--- src/rtl/bnn_pkg.sv ---
// Shared definitions for the BNN-VAD binary datapath: bit encoding and
// packing-geometry helpers.
package bnn_pkg;

   localparam logic BIN_POS = 1'b1;  // +1
   localparam logic BIN_NEG = 1'b0;  // -1

   function automatic int beats(input int pack_w, input int ch);
      return pack_w / ch;
   endfunction

   function automatic int cnt_w(input int n);
      return (n > 1) ? $clog2(n) : 1;
   endfunction

endpackage

--- src/rtl/bin_pack_stream_if.sv ---
// Input beat stream and packed output word stream of the binarizer.
interface bin_pack_stream_if #(
   parameter int DATA_W = 32,
   parameter int CH     = 4,
   parameter int PACK_W = 32
);
   localparam int NB_W = $clog2(PACK_W) + 1;

   logic                   in_valid;
   logic                   in_ready;
   logic [CH*DATA_W-1:0]   in_data;
   logic                   in_last;
   logic                   out_valid;
   logic                   out_ready;
   logic [PACK_W-1:0]      out_data;
   logic [NB_W-1:0]        out_nbits;
   logic                   out_last;

   modport slave (
      input  in_valid, in_data, in_last, out_ready,
      output in_ready, out_valid, out_data, out_nbits, out_last
   );

   modport master (
      output in_valid, in_data, in_last, out_ready,
      input  in_ready, out_valid, out_data, out_nbits, out_last
   );

endinterface

--- src/rtl/bin_lane_cmp.sv ---
// One lane of the binarizer: threshold compare with polarity flip, or a
// plain sign test when sign-only mode is selected.
module bin_lane_cmp
   import bnn_pkg::*;
#(
   parameter int DATA_W = 32
) (
   input  logic signed [DATA_W-1:0] i_x,
   input  logic signed [DATA_W-1:0] i_thr,
   input  logic                     i_flip,
   input  logic                     i_sign_only,
   output logic                     o_bit
);

   logic w_ge_zero;
   logic w_ge_thr;

   assign w_ge_zero = ~i_x[DATA_W-1];
   assign w_ge_thr  = (i_x >= i_thr);

   // Folded batch-norm: a negative scale turns the threshold test around.
   assign o_bit = i_sign_only ? (w_ge_zero ? BIN_POS : BIN_NEG)
                              : ((w_ge_thr ^ i_flip) ? BIN_POS : BIN_NEG);

endmodule

--- src/rtl/bin_pack_stream.sv ---
// Streaming binarizer: thresholds CH lanes per beat and packs the bits into
// PACK_W-bit words, flushing early on frame end.
module bin_pack_stream
   import bnn_pkg::*;
#(
   parameter int DATA_W = 32,
   parameter int CH     = 4,
   parameter int PACK_W = 32
) (
   input  logic                     clk,
   input  logic                     rst,
   input  logic                     cfg_sign_only,
   input  logic                     thr_we,
   input  logic [$clog2(CH)-1:0]    thr_addr,
   input  logic signed [DATA_W-1:0] thr_data,
   input  logic                     thr_flip,
   bin_pack_stream_if.slave         bus
);

   localparam int BEATS = beats(PACK_W, CH);
   localparam int CW    = cnt_w(BEATS);
   localparam int NB_W  = $clog2(PACK_W) + 1;
   localparam int AW    = $clog2(CH);
   localparam logic [AW:0] CH_L = (AW + 1)'(CH);

   logic signed [DATA_W-1:0] r_thr [CH];
   logic [CH-1:0]            r_flip;

   logic [PACK_W-1:0] r_acc,       w_acc_n;
   logic [CW-1:0]     r_cnt,       w_cnt_n;
   logic [PACK_W-1:0] r_out_data,  w_out_data_n;
   logic [NB_W-1:0]   r_out_nbits, w_out_nbits_n;
   logic              r_out_last,  w_out_last_n;
   logic              r_out_valid, w_out_valid_n;

   logic [CH-1:0]     w_bits;
   logic              w_accept;
   logic              w_final;
   logic [PACK_W-1:0] w_word;

   for (genvar g = 0; g < CH; g++) begin : g_lane
      bin_lane_cmp #(.DATA_W(DATA_W)) u_cmp (
         .i_x         (bus.in_data[g*DATA_W +: DATA_W]),
         .i_thr       (r_thr[g]),
         .i_flip      (r_flip[g]),
         .i_sign_only (cfg_sign_only),
         .o_bit       (w_bits[g])
      );
   end

   // NOTE: the threshold file is a handful of flops, so it is reset in place;
   // a RAM-backed array would instead need an explicit clear sequence.
   always_ff @(posedge clk or posedge rst) begin
      if (rst) begin
         for (int i = 0; i < CH; i++) r_thr[i] <= '0;
         r_flip <= '0;
      end else if (thr_we && ({1'b0, thr_addr} < CH_L)) begin
         r_thr[thr_addr]  <= thr_data;
         r_flip[thr_addr] <= thr_flip;
      end
   end

   assign bus.in_ready = !r_out_valid || bus.out_ready;
   assign w_accept     = bus.in_valid && bus.in_ready;
   assign w_final      = (r_cnt == CW'(BEATS - 1)) || bus.in_last;
   assign w_word       = r_acc | (PACK_W'(w_bits) << (int'(r_cnt) * CH));

   // NOTE: every next-state value gets its hold default first, so no path
   // through this block leaves a variable unassigned and no latch appears.
   always_comb begin
      w_acc_n       = r_acc;
      w_cnt_n       = r_cnt;
      w_out_data_n  = r_out_data;
      w_out_nbits_n = r_out_nbits;
      w_out_last_n  = r_out_last;
      w_out_valid_n = r_out_valid;

      if (r_out_valid && bus.out_ready) w_out_valid_n = 1'b0;

      // A final beat may land in the same cycle the old word retires.
      if (w_accept) begin
         if (w_final) begin
            w_out_data_n  = w_word;
            w_out_nbits_n = NB_W'((int'(r_cnt) + 1) * CH);
            w_out_last_n  = bus.in_last;
            w_out_valid_n = 1'b1;
            w_acc_n       = '0;
            w_cnt_n       = '0;
         end else begin
            w_acc_n = w_word;
            w_cnt_n = r_cnt + 1'b1;
         end
      end
   end

   // NOTE: state registers use non-blocking assignment so every flop samples
   // the pre-edge values, independent of statement order.
   always_ff @(posedge clk or posedge rst) begin
      if (rst) begin
         r_acc       <= '0;
         r_cnt       <= '0;
         r_out_data  <= '0;
         r_out_nbits <= '0;
         r_out_last  <= 1'b0;
         r_out_valid <= 1'b0;
      end else begin
         r_acc       <= w_acc_n;
         r_cnt       <= w_cnt_n;
         r_out_data  <= w_out_data_n;
         r_out_nbits <= w_out_nbits_n;
         r_out_last  <= w_out_last_n;
         r_out_valid <= w_out_valid_n;
      end
   end

   assign bus.out_data  = r_out_data;
   assign bus.out_nbits = r_out_nbits;
   assign bus.out_last  = r_out_last;
   assign bus.out_valid = r_out_valid;

endmodule

--- src/flat_wrapper.sv ---
// flat-port wrapper written by rule: the top's interface ports become plain ports
module bin_pack_stream_flat import bnn_pkg::*;
#(
   parameter int DATA_W = 32,
   parameter int CH     = 4,
   parameter int PACK_W = 32
)
  (clk, rst, cfg_sign_only, thr_we, thr_addr, thr_data, thr_flip, bus_in_valid, bus_in_data, bus_in_last, bus_out_ready, bus_in_ready, bus_out_valid, bus_out_data, bus_out_nbits, bus_out_last);
  bin_pack_stream_if #(.DATA_W(DATA_W), .CH(CH), .PACK_W(PACK_W)) bus_i ();
  input  logic clk;
  input  logic rst;
  input  logic cfg_sign_only;
  input  logic thr_we;
  input  logic [$clog2(CH)-1:0] thr_addr;
  input  logic signed [DATA_W-1:0] thr_data;
  input  logic thr_flip;
  input wire logic [$bits(bus_i.in_valid)-1:0] bus_in_valid;
  input wire logic [$bits(bus_i.in_data)-1:0] bus_in_data;
  input wire logic [$bits(bus_i.in_last)-1:0] bus_in_last;
  input wire logic [$bits(bus_i.out_ready)-1:0] bus_out_ready;
  output wire logic [$bits(bus_i.in_ready)-1:0] bus_in_ready;
  output wire logic [$bits(bus_i.out_valid)-1:0] bus_out_valid;
  output wire logic [$bits(bus_i.out_data)-1:0] bus_out_data;
  output wire logic [$bits(bus_i.out_nbits)-1:0] bus_out_nbits;
  output wire logic [$bits(bus_i.out_last)-1:0] bus_out_last;
  assign bus_i.in_valid = bus_in_valid;
  assign bus_i.in_data = bus_in_data;
  assign bus_i.in_last = bus_in_last;
  assign bus_i.out_ready = bus_out_ready;
  assign bus_in_ready = bus_i.in_ready;
  assign bus_out_valid = bus_i.out_valid;
  assign bus_out_data = bus_i.out_data;
  assign bus_out_nbits = bus_i.out_nbits;
  assign bus_out_last = bus_i.out_last;
  bin_pack_stream #(.DATA_W(DATA_W), .CH(CH), .PACK_W(PACK_W)) u_core (.clk(clk), .rst(rst), .cfg_sign_only(cfg_sign_only), .thr_we(thr_we), .thr_addr(thr_addr), .thr_data(thr_data), .thr_flip(thr_flip), .bus(bus_i));
endmodule
--- config.mk ---
export PLATFORM = sky130hd
export DESIGN_NAME = bin_pack_stream_flat
export DESIGN_NICKNAME = d
export VERILOG_FILES = /design/src/rtl/bnn_pkg.sv /design/src/rtl/bin_pack_stream_if.sv /design/src/rtl/bin_lane_cmp.sv /design/src/rtl/bin_pack_stream.sv /design/src/flat_wrapper.sv
export SDC_FILE = /design/constraint.sdc
export NUM_CORES = 1
export LEC_CHECK = 0
export ABC_AREA = 1
export CORE_MARGIN = 4
export CORE_UTILIZATION = 58
export DETAILED_ROUTE_END_ITERATION = 12
export HOLD_SLACK_MARGIN = 0.02
export PLACE_DENSITY = 0.87
export SLEW_MARGIN = 40
export SYNTH_ARGS = -nofsm -noshare
export SYNTH_HDL_FRONTEND = slang
export SYNTH_SLANG_ARGS = --single-unit
--- constraint.sdc ---
create_clock -name clk -period 17.5 [get_ports clk]
set_input_delay 4.375 -clock clk [delete_from_list [all_inputs] [get_ports clk]]
set_output_delay 4.375 -clock clk [all_outputs]
set_load 0.01 [all_outputs]
* After elaboration in Yosys (flattened, before gate mapping) *
Cells that the tools add are included.

storage, ports and cells
  register bits after elaboration = 205
  bits in latches = 0
  bits in writable memories = 0
  ROM bits = 0
  output and inout bits = 41
  logic and storage cells = 60
  memories kept = 0

cells by class
  $add $sub $neg = 2
  multipliers = 0
  div/mod/pow operators = 0
  $lt $le $gt $ge = 8
  eq/ne operators = 1
  shifts and indexed selects = 1
  mux-type cells = 23
  bitwise operators = 6
  reductions and logical operators = 8

operators by type and width
  kind                                                                                  count
  128-bit bitwise mux                                                                   1
  32-bit greater-or-equal comparator                                                    4
  32-bit demux with 2-bit select                                                        1
  32-bit two-way mux                                                                    2
  32-bit OR                                                                             1
  4-bit by 5-bit left shift with 32-bit output                                          1
  1-bit two-way mux                                                                     16
  3-bit by 1-bit adder with 4-bit output (second input constant)                        1
  4-bit bitwise mux                                                                     1
  1-bit logical AND                                                                     4
  1-bit bitwise XOR                                                                     4
  3-bit by 1-bit adder with 3-bit output (second input constant)                        1
  3-bit == test (second input constant)                                                 1
  3-bit greater-or-equal comparator (second input constant)                             1
  2-bit by 3-bit < comparator with 1-bit output (second input constant)                 1
  3-bit by 1-bit < comparator with 1-bit output (second input constant)                 1
  3-bit two-way mux                                                                     1
  2-bit NOT with 3-bit output                                                           1
  1-bit demux with 2-bit select                                                         1
  2-bit by 1-bit greater-or-equal comparator with 1-bit output (second input constant)  1
  1-bit logical OR                                                                      2
  2-bit AND reduction                                                                   1
  1-bit zero test                                                                       1

* Depth between registers and ports, before layout *
Gate-level depths: netlist of the first run.

  depth in word-level cells = 7
  gate-level depth with buffers = 22
  gate-level depth less buffers = 22

* Cells and area by module *
From an unflattened synthesis of the first run, not the netlist that was laid out.

unflattened totals
  cells, all modules = 1533
  area total of the unflattened synthesis = 12213.0 um^2

by module, submodules not included
  module           instances  cells each  area an instance (um^2)
  bin_pack_stream  1          925         8484.4
  bin_lane_cmp     4          152         932.1

* Worst setup path after synthesis of the first run *
Ideal clock, no wire load.

  path kind = input to output
  start point = input bus_out_ready
  end point = output bus_in_ready
  data arrival time = 4509 ps
  path slack = 8616 ps
  stages on the path = 2
  path buffers = 0
  cells stage by stage = inv_1 nand2_1

on the way
  longest elaborated chain between the ends = 1

RTL lines
  what              RTL line               text
  start, declared   flat_wrapper.sv:20     input wire logic [$bits(bus_i.out_ready)-1:0] bus_out_ready;
  1-bit logical OR  bin_pack_stream.sv:63  assign bus.in_ready = !r_out_valid || bus.out_ready;
  end, declared     flat_wrapper.sv:21     output wire logic [$bits(bus_i.in_ready)-1:0] bus_in_ready;

No other way between the ends.

* Final worst setup path of the first run *
Ends and elaborated chain as after synthesis.

==> results.toml, run 1 <==
[yosys]
avgSynthCellArea_um2 = 7.97
synth_cells = 1460
ys_types = 28
synth_seq_cells = 205
ys_seq_area_share_pct = 44.1
syn_area_mm2 = 0.0116
ys_warn_count = 0

[timing]
fmax_mhz = 101
finalHoldViolations = 0
setup_violations = 0
rsz0062_at_grt = "no"
relSlewSlack_pct = 51.5
slew_viol_final = 0
setup_tns_ps = 0
finalCritPeriodShare_pct = 56.5
worstMarginPinSlew_ps = 724
period_minus_slack_ps = 9880
finalClockSkew_ps = 24.1

[cts]
clock_latency_ps = 510
clk_path_buf_depth = 3
cts_max_level = 1
cts_made_buffers = 23
post_cts_buffers = 0
ctsHoldBuffers = 0
cts_tree = "yes"
cts-root-buf = "clkbuf_16"
cts.sinks = 205
cts.repair.resized = 0
clk_pin_slew_ps = 60

[worst_setup_path]
critPathRequiredTime_ps = 13120
worst_ep_arrival_time_ps = 5510
cp-end-kind = "output pin"
reg2reg_depth = 9
reg2reg_slack_ps = 14340
worstPathMaxFanout = 3
worst_setup_path_start_kind = "input pin"
path_class = "input pin to output pin"

[floorplanning]
initial_core_util_pct = 59.4
die_y_um = 150
rows = 51
io_pins = 211
core_mm2 = 0.0196
dieArea_mm2 = 0.0224
die_w_um = 150

[detailed_routing]
wl_met3_um = 1860
wl_met2_um = 14900
wirelength_met1_um = 12400
dr.pass1.iters = 5
route.detailed.drc = 0
vias = 10293
vias_per_cell = 5.33
ant_nets = 0
drt-total-wl_um = 30000
drt_iter0_markers = 724
top_layer = "met4"
wl_per_cell_um = 15.6

[cells_and_area]
area_delta_synth_final_pct = 26.1
regArea_mm2 = 0.00513
final_util_pct = 74.9
finalNetCount = 1949
multi_input_area_mm2 = 0.00541
drive_gt1_share_pct = 4.57
fillers = 1410

[power_and_ir_drop]
power.share.combinational_pct = 25.8
switching_share_pct = 30.5
power_switching_w = 0.000436
p_per_area_mw_per_mm2 = 97.6
peakVddDrop_mv = 0.0730
power_leakage_nw = 7.57
pwr-share-seq_pct = 40.7
p_clk_share_pct = 33.6
internal_power_w = 0.000995

[global_route]
antenna_found_initial = 2
grt_max_degree = 143
global_route.overflow_total = 0
grt_pass1_vias = 10353
grt_usage_pct = 27.0
grt_pass1_wl_um = 49100

[place]
place_congestion = 0.857
place.detailed.hpwl_um = 21900
io_buffers = 208

[run_status]
status = "finished clean"

[hold_path]
holdPathStages = 2
min_path_type = "flip-flop to flip-flop"

[job]
maxCapViolCount = 0
[cell usage after synthesis]
master    instances  area share, %
nor2_1           36            1.2
nand3_1          31            1.3
a21o_1            4           0.26
a21oi_1          87            3.7
nor2_4            1          0.097
nand2_1         432             14
o21ai_0         173            7.4
buf_2             5           0.22
clkinv_1          4           0.13
nand2_4           3           0.29
clkbuf_1         34            1.1
dfrtp_1         205             44
nand4_1          27            1.5
conb_1            1          0.032
ha_1            130             14
a21oi_4           1           0.14
o21ai_1           3           0.13
nand4_2           1           0.11
inv_1           239            7.7
buf_1             5           0.16
o21a_1            8           0.52
nor2_2            8           0.43
nand2_2           6           0.32
buf_6             3           0.29
or2_2             4           0.22
o31ai_1           1          0.065
nand3_2           6           0.52
buf_4             2           0.13
[worst max-delay path: stages]
cell	delay [ps]
clkdlybuf4s50_1	460
inv_1	40
nand2_1	90
clkdlybuf4s50_1	550
[per-layer routing]
layer / vias to the layer above / global-route usage [%]
met5: - / 0
met4: 0 / 8.51
met3: 67 / 3.79
met2: 322 / 47.0
met1: 4885 / 35.3
li1: 5019 / -
[layout by cell type (no fill, tap or decap), types with 2 or more instances in the layout]
cell and instances:
nand3_2 7, clkbuf_8 5, conb_1 2, o21a_1 8, o21ai_0 173, nor2_2 8, nand3_1 29, o21ai_1 3
a21o_1 4, buf_4 3, nand4_1 27, diode_2 2, clkdlybuf4s50_1 208, nand2_1 430, nand2_2 6, clkinv_2 4
a21oi_1 87, inv_1 237, dfrtp_1 205, bufinv_16 2, clkinv_1 4, nor2_1 36, ha_1 130, clkbuf_16 23
clkbuf_1 4, or2_2 4, nand2_4 5
[kinds of logic after synthesis]
| group | synth area share, % |
|---|---|
| buffers and inverters | 9.73 |
| AO/OA/AOI/OAI | 12.3 |
| other | 0.0322 |
| adder cells (fa/ha/maj) | 14.0 |
| AND/OR/NAND/NOR | 19.9 |
| flip-flops | 44.1 |
[flip-flops by register name (all words and copies together), names as in the netlist]
signal                count
u_core.bus.out_valid      1
u_core.bus.out_last       1
u_core.r_acc             32
u_core.r_thr            128
u_core.r_flip             4
u_core.r_cnt              3
u_core.bus.out_nbits      4
u_core.bus.out_data      32
[per-stage QoR]
step | instances | hold WS (ps) | setup slack [ps] | total power (W) | area, um2
6_report | 1931 | 472 | 7620 | 0.00143 | 14700
5_1_grt | 1931 | 498 | 7550 | 0.00152 | 14700
4_1_cts | 1929 | 473 | 7610 | 0.00144 | 14700
3_5_place_dp | 1889 | 458 | 7610 | 0.000953 | 13900
3_3_place_gp | 1889 | 458 | 7630 | 0.000929 | 13900
2_1_floorplan | 1461 | 453 | 7530 | 0.000812 | 11600
[power by group through the flow]
stage / combinational (W) / clock, W / sequential (W)
floorplan: 0.000229 / 0 / 0.000583
global placement: 0.000344 / 0 / 0.000585
detailed placement: 0.000365 / 0 / 0.000588
CTS: 0.000371 / 0.000486 / 0.000581
global route: 0.000423 / 0.000509 / 0.000590
finish: 0.000369 / 0.000480 / 0.000582
[path summary, 6_finish.rpt]
kind,startpoint,endpoint
max,bus_out_ready,bus_in_ready
min,u_core.bus.out_nbits[3],u_core.bus.out_nbits[3]
max reg2reg,u_core.r_cnt[1],u_core.r_acc[1]
min reg2reg,u_core.bus.out_nbits[3],u_core.bus.out_nbits[3]
max in group asynchronous,rst,u_core.r_thr[126]
min in group asynchronous,rst,u_core.r_thr[34]
[area by class of cell]
type                            count  share of cell area, %
Multi-Input combinational cell    964                   36.9
Sequential cell                   205                   35.0
Timing Repair Buffer              212                   14.4
Inverter                          243                   6.30
Clock buffer                       32                   4.49
Tap cell                          265                   2.26
Clock inverter                      8                  0.657
Antenna cell                        2                 0.0341
No activity file was read; power rests on OpenSTA's default activity.
==> inputs of run 2 (changes only) <==
--- a/config.mk
+++ b/config.mk
@@ -7,10 +7,10 @@
 export LEC_CHECK = 0
 export ABC_AREA = 1
 export CORE_MARGIN = 4
-export CORE_UTILIZATION = 58
+export CORE_UTILIZATION = 53
 export DETAILED_ROUTE_END_ITERATION = 12
 export HOLD_SLACK_MARGIN = 0.02
-export PLACE_DENSITY = 0.87
+export PLACE_DENSITY = 0.81
 export SLEW_MARGIN = 40
 export SYNTH_ARGS = -nofsm -noshare
 export SYNTH_HDL_FRONTEND = slang
==> constraint.sdc (replaced) <==
create_clock -name clk -period 9.16 [get_ports clk]
set_input_delay 2.29 -clock clk [delete_from_list [all_inputs] [get_ports clk]]
set_output_delay 2.29 -clock clk [all_outputs]
set_load 0.01 [all_outputs]
==> results.toml, run 2 (synthesis gave the netlist of run 1 again) <==
[timing]
period_minus_slack_ps = 5700
finalHoldViolations = 0
slew_viol_final = 0
worstMarginPinSlew_ps = 726
rsz0062_at_grt = "no"
fmax_mhz = 175
relSlewSlack_pct = 51.6
finalClockSkew_ps = 10.0
setup_tns_ps = 0
finalCritPeriodShare_pct = 62.2
setup_violations = 0

[worst_setup_path]
crit_family = "buffers and inverters"
path_cells = "clkdlybuf4s50_1, inv_1, nand2_1, clkdlybuf4s50_1"
worst_setup_path_start_kind = "input pin"
worst_ep_arrival_time_ps = 3410
worstPathMaxFanout = 3
critical-path-max-stage-delay_ps = 550
path_class = "input pin to output pin"
cp-startpoint = "bus_out_ready"
worst_path_max_delay_cell = "clkdlybuf4s50_1"
rr_startpoint = "u_core.r_cnt[1]"
cp-end-kind = "output pin"
critPathRequiredTime_ps = 6870
cp_num_buf_inv = 3
crit_top_cell = "clkdlybuf4s50_1"

[place]
place_inst = 1900
io_buffers = 208
place_congestion = 0.850
place.detailed.hpwl_um = 21300

[cts]
cts_tree = "yes"
cts_made_buffers = 23
cts-root-buf = "clkbuf_16"
cts.repair.resized = 0
clock_latency_ps = 500
clk_path_buf_depth = 3
cts_max_level = 1
clk_pin_slew_ps = 60
post_cts_buffers = 0
cts.sinks = 205
ctsHoldBuffers = 0

[detailed_routing]
ant_nets = 0
dr.pass1.iters = 5
vias = 10055
vias_per_cell = 5.18
drt_iter0_markers = 720
drt-total-wl_um = 29100
wl_per_cell_um = 15.0
route.detailed.drc = 0

[cells_and_area]
area_delta_synth_final_pct = 25.9
fillers = 1763
final_cell_mix = "nand2_1 (430), inv_1 (237), clkdlybuf4s50_1 (208)"
stdcell_count = 1941
finalNetCount = 1950
final_util_pct = 68.8
final_common_cell = "nand2_1"
top_register = "u_core.r_thr"
drive_gt1_share_pct = 4.51
largest_register_ffs = 128

[floorplanning]
rows = 53
die_w_um = 156
initial_core_util_pct = 54.7
die_y_um = 156
io_pins = 211
core_mm2 = 0.0213
dieArea_mm2 = 0.0244

[power_and_ir_drop]
peakVddDrop_mv = 0.115
power_leakage_nw = 7.56
p_per_area_mw_per_mm2 = 184

[global_route]
antenna_found_initial = 3
global_route.overflow_total = 0
grt_usage_pct = 23.9
grt_pass1_wl_um = 47800
grt_max_degree = 126
grt_pass1_vias = 9921

[run_status]
status = "finished clean"

[job]
maxCapViolCount = 0

[hold_path]
min_path_type = "flip-flop to flip-flop"
min-delay-start = "u_core.bus.out_nbits[3]"
## run 2: path summary, 6_finish.rpt
path / slack (ps) / cells past startpoint / end
min reg2reg: 470 / 2 / u_core.bus.out_nbits[3]
min: 470 / 2 / u_core.bus.out_nbits[3]
max reg2reg: 6460 / 9 / u_core.r_acc[31]
max: 3460 / 4 / bus_in_ready
min in group asynchronous: 2280 / 2 / u_core.r_thr[35]
max in group asynchronous: 5730 / 3 / u_core.r_thr[59]
## run 2: cell type report
type                            instances  area, um2  area share [%]
Antenna cell                            3       7.51          0.0513
Clock buffer                           32        659            4.50
Clock inverter                          6       57.6           0.393
Inverter                              243        925            6.31
Multi-Input combinational cell        964       5400            36.9
Sequential cell                       205       5130            35.0
Tap cell                              275        344            2.35
Timing Repair Buffer                  213       2120            14.5
## run 2: per-stage QoR
| step | instance area, um2 | hold WS [ps] | worst slack (ps) | power, W |
|---|---|---|---|---|
| final | 14600 | 475 | 3460 | 0.00269 |
| after detailed placement | 13900 | 464 | 3450 | 0.00182 |
| after global placement | 13900 | 458 | 3460 | 0.00178 |
| after CTS | 14600 | 480 | 3450 | 0.00271 |
| after floorplan | 11600 | 453 | 1270 | 0.00155 |
| after global routing | 14600 | 498 | 3390 | 0.00287 |
## run 2: report_power, final
group / switching (W) / internal, W / total [W]
registers: 0.0000773 / 0.00103 / 0.00111
clock network: 0.000355 / 0.000526 / 0.000881
logic: 0.000387 / 0.000310 / 0.000697
## run 2: layer usage
| layer | global-route usage, % | routed length (um) |
|---|---|---|
| met5 | 0 | 0 |
| met4 | 7.44 | 778 |
| met3 | 3.36 | 1770 |
| met2 | 40.0 | 13800 |
| met1 | 32.6 | 12700 |
## run 2: worst min-delay path, cell delays in order, from the launching register on
cell and delay [ps]:
dfrtp_1 340, nand2_1 60, nand2_1 50
==> inputs of run 3 (changes only) <==
==> constraint.sdc (replaced) <==
create_clock -name clk -period 6 [get_ports clk]
set_input_delay 1.5 -clock clk [delete_from_list [all_inputs] [get_ports clk]]
set_output_delay 1.5 -clock clk [all_outputs]
set_load 0.01 [all_outputs]
==> results.toml, run 3 (synthesis gave the netlist of run 1 again) <==
[cts]
cts-root-buf = "clkbuf_16"
clk_pin_slew_ps = 60
cts.repair.resized = 0
cts_max_level = 1
post_cts_buffers = 0
clk_path_buf_depth = 3
cts.sinks = 205
cts_made_buffers = 23
ctsHoldBuffers = 0
cts_tree = "yes"
clock_latency_ps = 500

[detailed_routing]
ant_nets = 0
route.detailed.drc = 0
drt_iter0_markers = 725
wl_per_cell_um = 15.1
vias_per_cell = 5.20
vias = 10091
drt-total-wl_um = 29400
dr.pass1.iters = 5

[worst_setup_path]
path_cells = "clkdlybuf4s50_1, inv_1, nand2_1, clkdlybuf4s50_1"
path_class = "input pin to output pin"
worstPathMaxFanout = 3
worst_ep_arrival_time_ps = 2620
crit_top_cell = "clkdlybuf4s50_1"
critical-path-max-stage-delay_ps = 550
crit_family = "buffers and inverters"
reg2reg_slack_ps = 3180
cp-end-kind = "output pin"
worst_path_max_delay_cell = "clkdlybuf4s50_1"
worst_setup_path_start_kind = "input pin"
cp_num_buf_inv = 3
critPathRequiredTime_ps = 4500

[floorplanning]
die_w_um = 156
dieArea_mm2 = 0.0244
rows = 53
initial_core_util_pct = 54.7
die_y_um = 156
io_pins = 211
core_mm2 = 0.0213

[timing]
fmax_mhz = 243
setup_tns_ps = 0
setup_violations = 0
finalCritPeriodShare_pct = 68.6
finalHoldViolations = 0
relSlewSlack_pct = 53.0
slew_viol_final = 0
fin_hold_ws_ps = 472
finalClockSkew_ps = 12.6
period_minus_slack_ps = 4120
fin_ws_ps = 1880
worstMarginPinSlew_ps = 703
rsz0062_at_grt = "no"

[cells_and_area]
top_register = "u_core.r_thr"
final_common_cell = "nand2_1"
area_delta_synth_final_pct = 26.0
final_area_mm2 = 0.0147
drive_gt1_share_pct = 4.27
largest_register_ffs = 128
final_cell_mix = "nand2_1 (430), inv_1 (237), clkdlybuf4s50_1 (208)"
finalNetCount = 1951

[global_route]
grt_max_degree = 152
grt_pass1_vias = 9832
grt_pass1_wl_um = 47900
grt_usage_pct = 24.1
antenna_found_initial = 2
global_route.overflow_total = 0

[place]
io_buffers = 208
place.detailed.hpwl_um = 21300
dp_slack_ps = 1880
placed_cell_area_mm2 = 0.0139
place_congestion = 0.864

[power_and_ir_drop]
power.share.combinational_pct = 26.0
p_per_area_mw_per_mm2 = 280
power_leakage_nw = 7.56
p_clk_share_pct = 32.7
power_switching_w = 0.00125
switching_share_pct = 30.4
power.total_w = 0.00411
internal_power_w = 0.00286
pwr-share-seq_pct = 41.2
peakVddDrop_mv = 0.232

[run_status]
status = "finished clean"

[hold_path]
min_path_type = "flip-flop to flip-flop"

[job]
maxCapViolCount = 0
## run 3: changes by cell type in the layout (fill, tap and decap cells not counted)
cell,change
buf_12,+1
clkbuf_8,-3
clkbuf_1,+3
bufinv_16,+1
clkinv_2,-2
nand3_4,+1
buf_6,-1
buf_16,+1
inv_12,-1
nand3_2,-1
## run 3: final timing paths
| path | end | cells past startpoint | startpoint |
|---|---|---|---|
| setup / recovery | bus_in_ready | 4 | bus_out_ready |
| hold / removal | u_core.bus.out_nbits[3] | 2 | u_core.bus.out_nbits[3] |
| setup reg to reg | u_core.r_acc[4] | 9 | u_core.r_cnt[1] |
| hold reg to reg | u_core.bus.out_nbits[3] | 2 | u_core.bus.out_nbits[3] |
| max in group asynchronous | u_core.r_thr[68] | 4 | rst |
| min in group asynchronous | u_core.bus.out_data[25] | 3 | rst |
## run 3: cell type report
| class | count | area, um2 |
|---|---|---|
| Fill cell | 1685 | 6620 |
| Sequential cell | 205 | 5130 |
| Timing Repair Buffer | 214 | 2160 |
| Tap cell | 275 | 344 |
| Clock inverter | 4 | 70.1 |
| Multi-Input combinational cell | 964 | 5410 |
| Inverter | 243 | 916 |
| Clock buffer | 32 | 629 |
| Antenna cell | 3 | 7.51 |
## run 3: power groups by stage
stage | logic, W | registers [W] | clock network, W
3_5_place_dp | 0.00106 | 0.00171 | 0
2_1_floorplan | 0.000669 | 0.00170 | 0
3_3_place_gp | 0.00101 | 0.00171 | 0
5_1_grt | 0.00123 | 0.00172 | 0.00144
4_1_cts | 0.00108 | 0.00169 | 0.00137
6_report | 0.00107 | 0.00170 | 0.00135
## run 3: metal layers
layer	global-route usage [%]	up-vias	routed length (um)
li1	-	5030	-
met5	0	-	0
met1	33.3	4690	12500
met3	3.27	66	1890
met2	39.6	305	13900
met4	7.85	0	1010
## run 3: worst register-to-register path, cell delays in order, from the launching register on
cell	delay, ps
dfrtp_1	560
ha_1	290
ha_1	170
nor2_1	240
nor2_2	70
buf_4	250
clkinv_1	270
buf_4	520
o21ai_0	210
a21oi_1	160
## run 3: per-stage QoR
stage,utilization (%),instances
2_1_floorplan,-,1461
3_3_place_gp,65.4,1900
3_5_place_dp,65.4,1900
4_1_cts,68.7,1936
5_1_grt,68.9,1939
6_report,68.9,1940
